===== config.mk =====
export PLATFORM = sky130hd
export DESIGN_NAME = rca8_seq_ctrl
export DESIGN_NICKNAME = d
export VERILOG_FILES = /design/src/rtl/rca8_seq_ctrl.sv
export SDC_FILE = /design/constraint.sdc
export NUM_CORES = 1
export LEC_CHECK = 0
export CORE_MARGIN = 2
export CORE_UTILIZATION = 45
export CTS_CLUSTER_SIZE = 8
export DETAILED_ROUTE_END_ITERATION = 10
export PLACE_DENSITY = 0.85
export SLEW_MARGIN = 25
export SYNTH_ARGS = -nofsm -noshare
export SYNTH_HDL_FRONTEND = slang
export SYNTH_SLANG_ARGS = --single-unit

===== constraint.sdc =====
create_clock -name clk -period 13.8 [get_ports clk]
set_clock_uncertainty 0.15 [all_clocks]
set_input_delay 1.38 -clock clk [delete_from_list [all_inputs] [get_ports clk]]
set_output_delay 1.38 -clock clk [all_outputs]
set_load 0.02 [all_outputs]

===== src/rtl/rca8_seq_ctrl.sv =====
// rca8_seq_ctrl: adds two NBYTES-wide operands one byte per cycle through a
// single shared 8-bit ripple-carry adder, with valid/ready handshakes on both
// the operation input and the result output.

// rca8: plain 8-bit ripple-carry adder built from a chain of full adders.
module rca8 (
  input  logic [7:0] a,
  input  logic [7:0] b,
  input  logic       cin,
  output logic [7:0] sum,
  output logic       cout
);

  // Ripple the carry bit by bit from the LSB up to the carry-out.
  always_comb begin
    logic [8:0] c;
    c    = '0;
    c[0] = cin;
    sum  = '0;
    for (int i = 0; i < 8; i++) begin
      sum[i]   = a[i] ^ b[i] ^ c[i];
      c[i + 1] = (a[i] & b[i]) | (c[i] & (a[i] ^ b[i]));
    end
    cout = c[8];
  end

endmodule

module rca8_seq_ctrl #(
  parameter int NBYTES = 4
) (
  input  logic                  clk,
  input  logic                  rst_n,
  input  logic                  in_valid,
  output logic                  in_ready,
  input  logic [8*NBYTES-1:0]   in_a,
  input  logic [8*NBYTES-1:0]   in_b,
  input  logic                  in_cin,
  output logic                  out_valid,
  input  logic                  out_ready,
  output logic [8*NBYTES-1:0]   out_sum,
  output logic                  out_cout,
  output logic                  busy
);

  localparam int W  = 8 * NBYTES;
  localparam int CW = $clog2(NBYTES);
  localparam logic [CW-1:0] LAST_BYTE = CW'(NBYTES - 1);

  typedef enum logic [1:0] {
    IDLE = 2'd0,
    RUN  = 2'd1,
    DONE = 2'd2
  } state_t;

  state_t         state_q, state_d;
  logic [W-1:0]   a_q, a_d;
  logic [W-1:0]   b_q, b_d;
  logic [W-1:0]   sum_q, sum_d;
  logic           carry_q, carry_d;
  logic           cout_q, cout_d;
  logic [CW-1:0]  cnt_q, cnt_d;

  logic [CW+2:0]  byte_base;
  logic [7:0]     rca_a;
  logic [7:0]     rca_b;
  logic [7:0]     rca_sum;
  logic           rca_cout;

  // Steer the byte selected by the counter into the shared adder.
  always_comb begin
    byte_base = {cnt_q, 3'b000};
    rca_a     = a_q[byte_base +: 8];
    rca_b     = b_q[byte_base +: 8];
  end

  rca8 u_rca8 (
    .a    (rca_a),
    .b    (rca_b),
    .cin  (carry_q),
    .sum  (rca_sum),
    .cout (rca_cout)
  );

  // Next-state and datapath update: accept in IDLE, one byte per cycle in RUN,
  // hold the result in DONE until the consumer takes it.
  always_comb begin
    state_d = state_q;
    a_d     = a_q;
    b_d     = b_q;
    sum_d   = sum_q;
    carry_d = carry_q;
    cout_d  = cout_q;
    cnt_d   = cnt_q;
    case (state_q)
      IDLE: begin
        if (in_valid) begin
          a_d     = in_a;
          b_d     = in_b;
          carry_d = in_cin;
          cnt_d   = '0;
          state_d = RUN;
        end
      end
      RUN: begin
        sum_d[byte_base +: 8] = rca_sum;
        carry_d               = rca_cout;
        if (cnt_q == LAST_BYTE) begin
          cnt_d   = '0;
          cout_d  = rca_cout;
          state_d = DONE;
        end else begin
          cnt_d = cnt_q + CW'(1);
        end
      end
      DONE: begin
        if (out_ready) begin
          state_d = IDLE;
        end
      end
      default: begin
        state_d = IDLE;
      end
    endcase
  end

  // Handshake and status outputs are decoded straight from the state register
  // so that they take their reset values as soon as reset asserts.
  always_comb begin
    in_ready  = (state_q == IDLE);
    out_valid = (state_q == DONE);
    busy      = (state_q != IDLE);
    out_sum   = sum_q;
    out_cout  = cout_q;
  end

  // State and datapath registers with asynchronous active-low reset.
  always_ff @(posedge clk or negedge rst_n) begin
    if (!rst_n) begin
      state_q <= IDLE;
      a_q     <= '0;
      b_q     <= '0;
      sum_q   <= '0;
      carry_q <= 1'b0;
      cout_q  <= 1'b0;
      cnt_q   <= '0;
    end else begin
      state_q <= state_d;
      a_q     <= a_d;
      b_q     <= b_d;
      sum_q   <= sum_d;
      carry_q <= carry_d;
      cout_q  <= cout_d;
      cnt_q   <= cnt_d;
    end
  end

endmodule


==> impl_metrics.py <==
metrics = {
    "logic_synthesis": {
        "synth_warnings": 0,
        "synth_nets": 398,
        "yosysSeqAreaShare_pct": 55.06,
        "syn_inst": 315,
        "avgSynthCellArea_um2": 14.72,
        "yosys-top-cells-area": "dfrtp_1, mux2_1, mux4_2",
        "synth_top_area_share_pct": 55.06,
        "netlist-cell-type-count": 33,
        "yosys_register_bits": 102,
        "synth_area_mm2": 0.004636,
        "synth_largest_area_cell": "dfrtp_1",
    },
    "setup_path": {
        "cp-start-kind": "flip-flop",
        "crit_path_max_incr_delay_ns": 0.91,
        "required_ns": 13.90,
        "crit_type": "flip-flop to flip-flop",
        "critPathMaxFanout": 21,
        "critPathCaptureType": "flip-flop",
        "critical_path.cell_chain": "mux4_2, inv_1, fa_1, fa_1, fa_1, fa_1, fa_1, fa_1, inv_1, fa_1, fa_1, inv_1, nor3_1, a22o_1",
        "timing.critical_path.mode_cell": "fa_1",
        "path_buf_inv": 3,
        "worstPathArrival_ns": 5.09,
        "cp_slowest_cell": "dfrtp_1",
        "critPathTopFamily": "adder cells",
    },
    "detailed_routing": {
        "routed_wl_um": 9598,
        "drc": 0,
        "via_count": 2908,
        "wl_per_cell_um": 17.23,
        "viasPerCell": 5.221,
        "drt-initial-drc-count": 136,
        "drtPass1Iterations": 5,
        "drtAntennaViolNets": 0,
    },
    "die": {
        "die_width_um": 105.5,
        "initial_core_util_pct": 45.72,
        "num_rows": 37,
        "core_mm2": 0.01014,
        "io_pins": 105,
        "dieArea_mm2": 0.01113,
        "die-height_um": 105.5,
    },
    "timing": {
        "post-route-min-period_ns": 4.994,
        "max_freq_mhz": 200.2,
        "fin_hold_ws_ns": 0.3364,
        "finalCritPeriodShare_pct": 36.19,
        "hold_viol": 0,
        "rsz0062_at_grt": "false",
        "relSlewSlack_pct": 43.00,
        "setup_viol": 0,
        "drv_slew": 0,
        "setup_tns_ns": 0,
        "worst_slew_pin_slew_ns": 0.8550,
    },
    "layout": {
        "drive_gt1_share_pct": 11.64,
        "fin_util_pct": 58.45,
        "num_antenna_cells": 0,
        "syn2layout_area_growth_pct": 27.83,
        "fin_nets": 499,
    },
    "status": {
        "status": "completed",
    },
    "global_route": {
        "track_usage_pct": 18.36,
        "gr-total-overflow": 0,
        "grt_start_max_net_pins": 83,
        "grt_pass1_wl_um": 15850,
        "antenna_found_initial": 0,
        "grt_pass1_vias": 3124,
    },
    "clock_tree": {
        "hold_buffers": 0,
        "clock_path_buffers": 2,
        "root_buffer": "clkbuf_8",
        "htree_levels": 3,
        "cts_setup_buffers": 0,
        "cts_sinks": 102,
        "path_clk_slew_ns": 0.09,
        "post_cts_resize_count": 0,
        "numCtsBuffers": 9,
        "tritoncts": "built",
        "insertion_delay_ns": 0.35,
    },
    "run": {
        "maxCapViolations": 0,
    },
    "pwr": {
        "p_leak_nw": 2.479,
        "power.density_mw_per_mm2": 244.2,
        "p_total_w": 0.001447,
        "peakVddDrop_v": 0.0001531,
    },
    "placement": {
        "dpl.hpwl_um": 7239,
        "port_buffers": 104,
        "gp_congestion": 0.8063,
    },
    "min_path": {
        "hold_path_class": "flip-flop to flip-flop",
    },
}
## through the flow
step | std cells | setup WS, ns | instance area, µm²
2_1_floorplan | 315 | 9.296 | 4636
3_3_place_gp | 541 | 8.920 | 5739
3_5_place_dp | 541 | 8.816 | 5739
4_1_cts | 557 | 8.791 | 5922
5_1_grt | 557 | 8.632 | 5926
6_report | 557 | 8.806 | 5926
## cells in the final DEF (no fill, tap or decap)
master / instances
bufinv_16: 1
fa_1: 8
nand4b_1: 1
mux4_2: 16
or2_1: 1
a22oi_1: 1
o41ai_1: 2
dfrtp_1: 102
nand3b_1: 3
o21ai_0: 3
mux2_2: 5
mux2_1: 60
ha_1: 6
clkdlybuf4s50_1: 103
o21ai_1: 4
a22o_1: 1
clkinv_2: 2
or3b_1: 2
clkbuf_1: 3
nor2_1: 2
o2bb2ai_2: 7
nor2b_1: 1
nand2_1: 25
and2_2: 1
nor3b_2: 1
nor2_2: 1
o31ai_1: 11
clkinvlp_4: 1
buf_6: 1
nor3_1: 1
buf_4: 3
nor4bb_1: 1
a21oi_1: 2
nor2b_2: 1
o2bb2ai_1: 8
inv_1: 21
clkbuf_8: 9
## cell families (layout without fill, tap and decap cells)
| kind of cell | count (synthesis) | count (layout) | synth area share (%) |
|---|---|---|---|
| flops | 102 | 102 | 55.06 |
| buf+inv | 38 | 144 | 4.480 |
| fa+ha+maj | 14 | 14 | 5.074 |
| mux | 81 | 81 | 23.56 |
| simple gates | 41 | 41 | 4.562 |
| compound gates | 39 | 39 | 7.261 |
## state kept, by name, indices dropped and copies added, names as in the netlist
name	flops
a_q	32
carry_q	1
cnt_q	2
b_q	32
out_sum	32
out_cout	1
state_q	2
## Yosys cell counts
library cell and n:
nor3_1 1, nand3b_1 3, clkbuf_1 3, o41ai_1 2, and2_1 1, inv_1 21, dfrtp_1 102, nor2_1 2
a22oi_1 1, mux2_2 5, a22o_1 1, o21ai_0 3, mux4_2 16, or2_1 1, buf_4 4, nor2_2 1
nor2b_1 1, o21ai_1 4, o31ai_1 11, nor2b_2 1, buf_2 4, o2bb2ai_1 8, nor3b_2 1, buf_6 6
ha_1 6, o2bb2ai_2 7, nand2_1 25, fa_1 8, nor4bb_1 1, or3b_1 2, a21oi_1 2, mux2_1 60
nand4b_1 1
## layout make-up
cell class | instances | area (µm²)
Timing Repair Buffer | 107 | 1065
Sequential cell | 102 | 2552
Clock inverter | 4 | 47.55
Fill cell | 813 | 4213
Clock buffer | 12 | 135.1
Inverter | 21 | 78.83
Tap cell | 136 | 170.2
Multi-Input combinational cell | 175 | 1877
## worst register-to-register path: cells and delay by family (launching register included)
family | cells | cell delay (ns)
flops | 1 | 0.91
fa+ha+maj | 8 | 3.01
mux | 1 | 0.34
compound gates | 1 | 0.18
buf+inv | 3 | 0.23
simple gates | 1 | 0.07
## metal layers
layer	vias up	GRT usage [%]	share of wire, %
li1	1323	-	-
met3	12	3.525	4.7
met5	-	0	0
met2	89	31.71	52
met1	1484	23.55	42
met4	0	5.639	1.1
## path summary, 6_finish.rpt
| path | from | cells past startpoint | endpoint | slack, ns |
|---|---|---|---|---|
| worst max-delay path | cnt_q[1]$_DFFE_PN0P_ | 14 | out_sum[7]$_DFFE_PN0P_ | 8.81 |
| worst min-delay path | out_sum[26]$_DFFE_PN0P_ | 2 | out_sum[26]$_DFFE_PN0P_ | 0.34 |
| worst max register to register | cnt_q[1]$_DFFE_PN0P_ | 14 | out_sum[7]$_DFFE_PN0P_ | 8.81 |
| worst min register to register | out_sum[26]$_DFFE_PN0P_ | 2 | out_sum[26]$_DFFE_PN0P_ | 0.34 |
| max in group asynchronous | rst_n | 2 | b_q[19]$_DFFE_PN0P_ | 11.78 |
| min in group asynchronous | rst_n | 1 | a_q[7]$_DFFE_PN0P_ | 0.75 |
## power by group
group	switching [W]	total [W]	internal (W)
clock	0.0000957	0.000179	0.0000836
combinational	0.000399	0.000751	0.000352
sequential	0.0000848	0.000517	0.000432
(Power assumes the default switching activity.)
